==> config.mk <==
export PLATFORM = sky130hd
export DESIGN_NAME = result_bcd_formatter
export DESIGN_NICKNAME = d
export VERILOG_FILES = /design/src/rtl/result_bcd_formatter.sv
export SDC_FILE = /design/constraint.sdc
export NUM_CORES = 1
export LEC_CHECK = 0
export ABC_CLOCK_PERIOD_IN_PS = 1800
export BUFFER_PORTS_ARGS = -buffer_cell sky130_fd_sc_hd__buf_2
export CORE_MARGIN = 3
export CORE_UTILIZATION = 45
export CTS_BUF_LIST = sky130_fd_sc_hd__clkbuf_8
export DETAILED_ROUTE_END_ITERATION = 8
export GPL_TIMING_DRIVEN = 0
export HOLD_SLACK_MARGIN = 0.1
export PLACE_DENSITY = 0.67
export SYNTH_ARGS = -nofsm -noshare
export SYNTH_HDL_FRONTEND = slang
export SYNTH_SLANG_ARGS = --single-unit
==> constraint.sdc <==
create_clock -name clk -period 1.8 [get_ports clk]
set_input_delay 0.36 -clock clk [delete_from_list [all_inputs] [get_ports clk]]
set_output_delay 0.36 -clock clk [all_outputs]
set_load 0.05 [all_outputs]
==> src/rtl/result_bcd_formatter.sv <==
// Result BCD formatter: converts a two's-complement binary result into a sign
// flag, NDIG BCD digits and a leading-zero blank mask for the display drivers.
// Conversion is sequential double-dabble, one shift step per clock.
module result_bcd_formatter #(
   parameter int WIDTH = 16,
   parameter int NDIG  = 5
) (
   input  logic                  clk,
   input  logic                  nRST,
   input  logic                  start,
   input  logic [WIDTH-1:0]      bin_in,
   output logic                  busy,
   output logic                  done,
   output logic                  neg,
   output logic [4*NDIG-1:0]     bcd_out,
   output logic [NDIG-1:0]       blank
);

   localparam int CNT_W = $clog2(WIDTH + 1);

   typedef enum logic [1:0] {
      IDLE    = 2'd0,
      CONVERT = 2'd1,
      DONE    = 2'd2
   } state_t;

   state_t                state, state_nxt;
   logic [WIDTH-1:0]      mag;
   logic [4*NDIG-1:0]     bcd_scr;
   logic [CNT_W-1:0]      cnt;
   logic                  neg_int;

   logic                  accept;
   logic                  last_step;
   logic [4*NDIG-1:0]     bcd_adj;
   logic [4*NDIG-1:0]     bcd_shift;
   logic [WIDTH-1:0]      mag_shift;

   // Magnitude of a two's-complement value; the most negative input maps to
   // 2**(WIDTH-1), which still fits as an unsigned WIDTH-bit number.
   function automatic logic [WIDTH-1:0] mag_of(input logic [WIDTH-1:0] v);
      logic signed [WIDTH-1:0] sv;
      sv = $signed(v);
      if (sv < 0)
         mag_of = ~v + WIDTH'(1);
      else
         mag_of = v;
   endfunction

   // Double-dabble correction: every nibble of 5 or more gets +3 before the shift.
   function automatic logic [4*NDIG-1:0] dd_adjust(input logic [4*NDIG-1:0] b);
      dd_adjust = b;
      for (int i = 0; i < NDIG; i++) begin
         if (b[4*i +: 4] >= 4'd5)
            dd_adjust[4*i +: 4] = b[4*i +: 4] + 4'd3;
      end
   endfunction

   // Digit i is blanked when it and every digit above it are zero; the ones
   // digit is always shown.
   function automatic logic [NDIG-1:0] blank_mask(input logic [4*NDIG-1:0] b);
      logic upper_zero;
      upper_zero = 1'b1;
      blank_mask = '0;
      for (int i = NDIG - 1; i >= 1; i--) begin
         upper_zero    = upper_zero && (b[4*i +: 4] == 4'd0);
         blank_mask[i] = upper_zero;
      end
   endfunction

   // A start is taken in IDLE, and also on the edge that leaves DONE so that a
   // continuously held start yields one conversion every WIDTH+1 cycles.
   assign accept    = start && ((state == IDLE) || (state == DONE));
   assign last_step = (state == CONVERT) && (cnt == CNT_W'(WIDTH - 1));
   assign busy      = (state != IDLE);
   assign done      = (state == DONE);

   // One double-dabble step: adjust the digits, then shift {bcd, mag} left.
   always_comb begin
      bcd_adj   = dd_adjust(bcd_scr);
      bcd_shift = {bcd_adj[4*NDIG-2:0], mag[WIDTH-1]};
      mag_shift = {mag[WIDTH-2:0], 1'b0};
   end

   // Next-state logic for IDLE -> CONVERT -> DONE -> IDLE.
   always_comb begin
      state_nxt = state;
      case (state)
         IDLE:    if (start) state_nxt = CONVERT;
         CONVERT: if (last_step) state_nxt = DONE;
         DONE:    state_nxt = start ? CONVERT : IDLE;
         default: state_nxt = IDLE;
      endcase
   end

   // State, scratch registers and output registers; outputs only load on the
   // final shift step so intermediate scratch values never reach the display.
   always_ff @(posedge clk) begin
      if (nRST) begin
         state   <= IDLE;
         mag     <= '0;
         bcd_scr <= '0;
         cnt     <= '0;
         neg_int <= 1'b0;
         neg     <= 1'b0;
         bcd_out <= '0;
         blank   <= {{(NDIG-1){1'b1}}, 1'b0};
      end else begin
         state <= state_nxt;
         if (accept) begin
            neg_int <= bin_in[WIDTH-1];
            mag     <= mag_of(bin_in);
            bcd_scr <= '0;
            cnt     <= '0;
         end else if (state == CONVERT) begin
            mag     <= mag_shift;
            bcd_scr <= bcd_shift;
            cnt     <= cnt + CNT_W'(1);
            if (last_step) begin
               bcd_out <= bcd_shift;
               neg     <= neg_int && (bcd_shift != '0);
               blank   <= blank_mask(bcd_shift);
            end
         end
      end
   end

endmodule

==> results.sh <==
export IMPL_finalPower_mw=3.15
export IMPL_clockPowerShare_pct=35.4
export IMPL_ys_types=40
export IMPL_fp_dieW_um=94.2
export IMPL_dp_hpwl_um=6280
export IMPL_syn_area_sq_mm=0.00350
export IMPL_synth_edf_count=0
export IMPL_synthArstFlopShare_pct=0
export IMPL_routed_via_density=5.36
export IMPL_dr_first_iter_drc_count=165
export IMPL_clk_pin_slew_ps=70
export IMPL_netlist_instances=438
export IMPL_synth_top_family_by_area="simple AND/OR/NAND/NOR gates"
export IMPL_setup_tns_ps=-69.4
export IMPL_initial_core_util_pct=47.2
export IMPL_switchingPower_mw=0.858
export IMPL_syn2layout_area_growth_pct=23.3
export IMPL_row_count=31
export IMPL_portBuffers=44
export IMPL_hold_viol_final=0
export IMPL_antenna_found_initial=0
export IMPL_clock_path_buffers=2
export IMPL_avgSynthCellArea_sq_um=7.99
export IMPL_met3_length_um=445
export IMPL_antenna_diode_count=0
export IMPL_fin_area_sq_mm=0.00431
export IMPL_synth_fa_ha_area_share_pct=4.65
export IMPL_outcome="complete, but fails checks"
export IMPL_cts_tree="yes"
export IMPL_insertion_delay_ps=350
export IMPL_power_internal_mw=2.29
export IMPL_synth_simple_gate_area_share_pct=23.7
export IMPL_cts_root_buf="clkbuf_8"
export IMPL_power_frac_seq_pct=51.0
export IMPL_ys_flop_type="dfxtp_1"
export IMPL_hold_path_class="input port to flop"
export IMPL_wirelength_met1_um=4020
export IMPL_r2r_worst_path_cells=8
export IMPL_grt_util_all_layers_pct=20.8
export IMPL_synth_compound_area_share_pct=18.0
export IMPL_crit_path_max_fanout=4
export IMPL_synth_area_mux_share_pct=4.01
export IMPL_place_area_sq_mm=0.00385
export IMPL_die_area_sq_mm=0.00887
export IMPL_synthXorXnorAreaFrac_pct=5.26
export IMPL_switching_share_pct=27.2
export IMPL_grt_overflow=0
export IMPL_relSlewSlack_pct=58.6
export IMPL_ys_warn_count=0
export IMPL_final_antenna_net_count=0
export IMPL_post_route_worst_setup_slack_ps=-69.4
export IMPL_r2r_start="bcd_scr[17]$_SDFFE_PP0P_"
export IMPL_whs_path_depth=3
export IMPL_rr_endpoint="neg$_SDFFE_PP0P_"
export IMPL_cp_arrival_ps=2110
export IMPL_rsz0062_at_grt="yes"
export IMPL_dr_wl_met2_um=4520
export IMPL_place_ws_ps=-248
export IMPL_tightest_slew_ps=621
export IMPL_cp_data_required_time_ps=2040
export IMPL_min_period_ps=1870
export IMPL_grt_max_degree=11
export IMPL_syn_nets=470
export IMPL_finalWirelength_um=9160
export IMPL_ys_ff_latch=69
export IMPL_r2r_setup_slack_ps=-70
export IMPL_drtPass1Iterations=5
export IMPL_critPathLaunchType="flop"
export IMPL_core_sq_mm=0.00741
export IMPL_ys_seq_area_share_pct=39.5
export IMPL_die_h_um=94.2
export IMPL_fmax_mhz=535
export IMPL_drive_gt1_share_pct=25.8
export IMPL_drc_errors=0
export IMPL_report_final_slew_viol_count=0
export IMPL_grt_pass1_vias=3066
export IMPL_num_vias=3251
export IMPL_min_from="bin_in[0]"
export IMPL_top_layer_used="met4"
export IMPL_p_comb_share_pct=13.7
export IMPL_peakVddDrop_uv=422
export IMPL_cts_buffers_inserted=9
export IMPL_endpoint_kind="flop"
export IMPL_leakagePower_nw=1.71
export IMPL_htree_levels=3
export IMPL_hold_buffers=0
export IMPL_path_class="flop to flop"
export IMPL_boundaryPins=47
export IMPL_nets=534
export IMPL_p_per_area_mw_per_mm2=731
export IMPL_cts_sink_count=69
export IMPL_finClkSkew_ps=9.63
export IMPL_hold_end="mag[0]$_SDFFE_PP0P_"
export IMPL_dp_cells=581
export IMPL_cap_violations=0
export IMPL_gp_congestion=0.799
export IMPL_wl_per_cell_um=15.1
export IMPL_stdcell_count=606
export IMPL_setup_viol=1
export IMPL_grt_pass1_wl_um=14300
export IMPL_fin_crit_sh_pct=104
export IMPL_violations="setup timing"
[sequential cells by signal (all words and copies together), names as in the netlist]
signal	flops
neg_int	1
mag	16
bcd_out	20
bcd_scr	20
blank	4
neg	1
cnt	5
state	2
[per-stage QoR]
stage	utilization, %	hold WS [ps]
3_5_place_dp	52.0	448
2_1_floorplan	-	436
4_1_cts	55.8	284
5_1_grt	58.2	291
6_report	58.2	285
3_3_place_gp	52.0	440
[worst max path at each step]
stage | from | end | slack [ps] | cells after the start
detailed placement | cnt[0]$_SDFFE_PP0P_ | bcd_out[10]$_SDFFE_PP0P_ | -250 | 7
CTS | bcd_scr[16]$_SDFFE_PP0P_ | neg$_SDFFE_PP0P_ | -60 | 8
global placement | cnt[0]$_SDFFE_PP0P_ | bcd_out[14]$_SDFFE_PP0P_ | -230 | 7
finish | bcd_scr[17]$_SDFFE_PP0P_ | neg$_SDFFE_PP0P_ | -70 | 8
global route | bcd_scr[17]$_SDFFE_PP0P_ | neg$_SDFFE_PP0P_ | -120 | 8
floorplan | bcd_scr[17]$_SDFFE_PP0P_ | neg$_SDFFE_PP0P_ | 6 | 8
[critical path, stage by stage (launching register included)]
cell	delay (ps)
dfxtp_2	360
inv_4	50
ha_2	160
nand2b_4	140
a21oi_4	150
mux2i_2	280
and4_4	280
a31oi_2	80
a311o_1	270
[power by group through the flow]
stage               clock network (mW)  registers (mW)  logic (mW)
floorplan                            0            1.63       0.265
global placement                     0            1.64       0.373
detailed placement                   0            1.64       0.379
CTS                               1.12            1.61       0.394
global route                      1.19            1.61       0.476
finish                            1.11            1.61       0.431
[synthesized netlist by cell type (2+ instances only)]
cell      count  area share, %
nor2_1       37            4.0
a211oi_1     14            3.0
a31oi_1       2           0.36
and2_1        2           0.36
dfxtp_1      69             39
o21ai_0      13            1.9
inv_1        15            1.6
nand2b_1      9            1.6
a21oi_1      44            6.3
a21oi_2       2           0.50
clkbuf_1     14            1.5
nand3_1      13            1.9
nor3_1        2           0.29
nor3b_1       8            1.7
nor2b_1       3           0.54
and3_1        3           0.54
xor2_1        8            2.0
xnor2_1      13            3.3
o21ai_2       2           0.50
mux2i_1      14            4.0
ha_1         13            4.6
nand2_1      94             10
buf_2        10            1.4
o22ai_1       5           0.89
and3b_1       2           0.50
a311oi_1     10            2.5
o31ai_1       4           0.86
[cell families after synthesis]
family | count (synthesis)
flip-flops | 69
XOR/XNOR | 21
AND/OR/NAND/NOR | 180
other | 1
AO/OA/AOI/OAI | 100
multiplexers | 14
buffers and inverters | 40
adder cells (fa/ha/maj) | 13
[placed cells by master, fill, tap and decap left out, drive strengths merged, types with 3 or more instances in the layout]
| cell | Yosys | layout |
|---|---|---|
| nand2 | 94 | 94 |
| dfxtp | 69 | 69 |
| buf | 11 | 63 |
| a21oi | 46 | 46 |
| nor2 | 37 | 37 |
| clkbuf | 14 | 26 |
| inv | 15 | 19 |
| o21ai | 15 | 15 |
| a211oi | 14 | 14 |
| mux2i | 14 | 14 |
| nand3 | 14 | 14 |
| xnor2 | 13 | 13 |
| ha | 13 | 13 |
| a311oi | 10 | 10 |
| nand2b | 9 | 9 |
| xor2 | 8 | 8 |
| nor3b | 8 | 8 |
| o22ai | 5 | 5 |
| o31ai | 4 | 4 |
| nor2b | 3 | 3 |
| and3 | 3 | 3 |
[per-layer routing]
| layer | global-route usage [%] | up-vias |
|---|---|---|
| met4 | 8.18 | 0 |
| met1 | 25.2 | 1520 |
| met3 | 3.69 | 19 |
| met2 | 36.2 | 80 |
| li1 | - | 1632 |
| met5 | 0 | - |
[cell type report]
type | count | area (sq um)
Clock inverter | 5 | 20.0
Inverter | 15 | 58.8
Timing Repair Buffer | 54 | 295
Multi-Input combinational cell | 329 | 2140
Sequential cell | 69 | 1400
Buffer | 24 | 123
Tap cell | 99 | 124
Fill cell | 701 | 3090
Clock buffer | 11 | 151
[repair_timing]
action / in CTS / in global routing
pin swaps: 6 / 6
endpoints found under the hold margin: 0 / 0
gates cloned: 0 / 0
resized for setup: 23 / 39
endpoints found under the setup margin: 15 / 28
setup buffers: 5 / 5
Power figures use the tool's default switching activity.
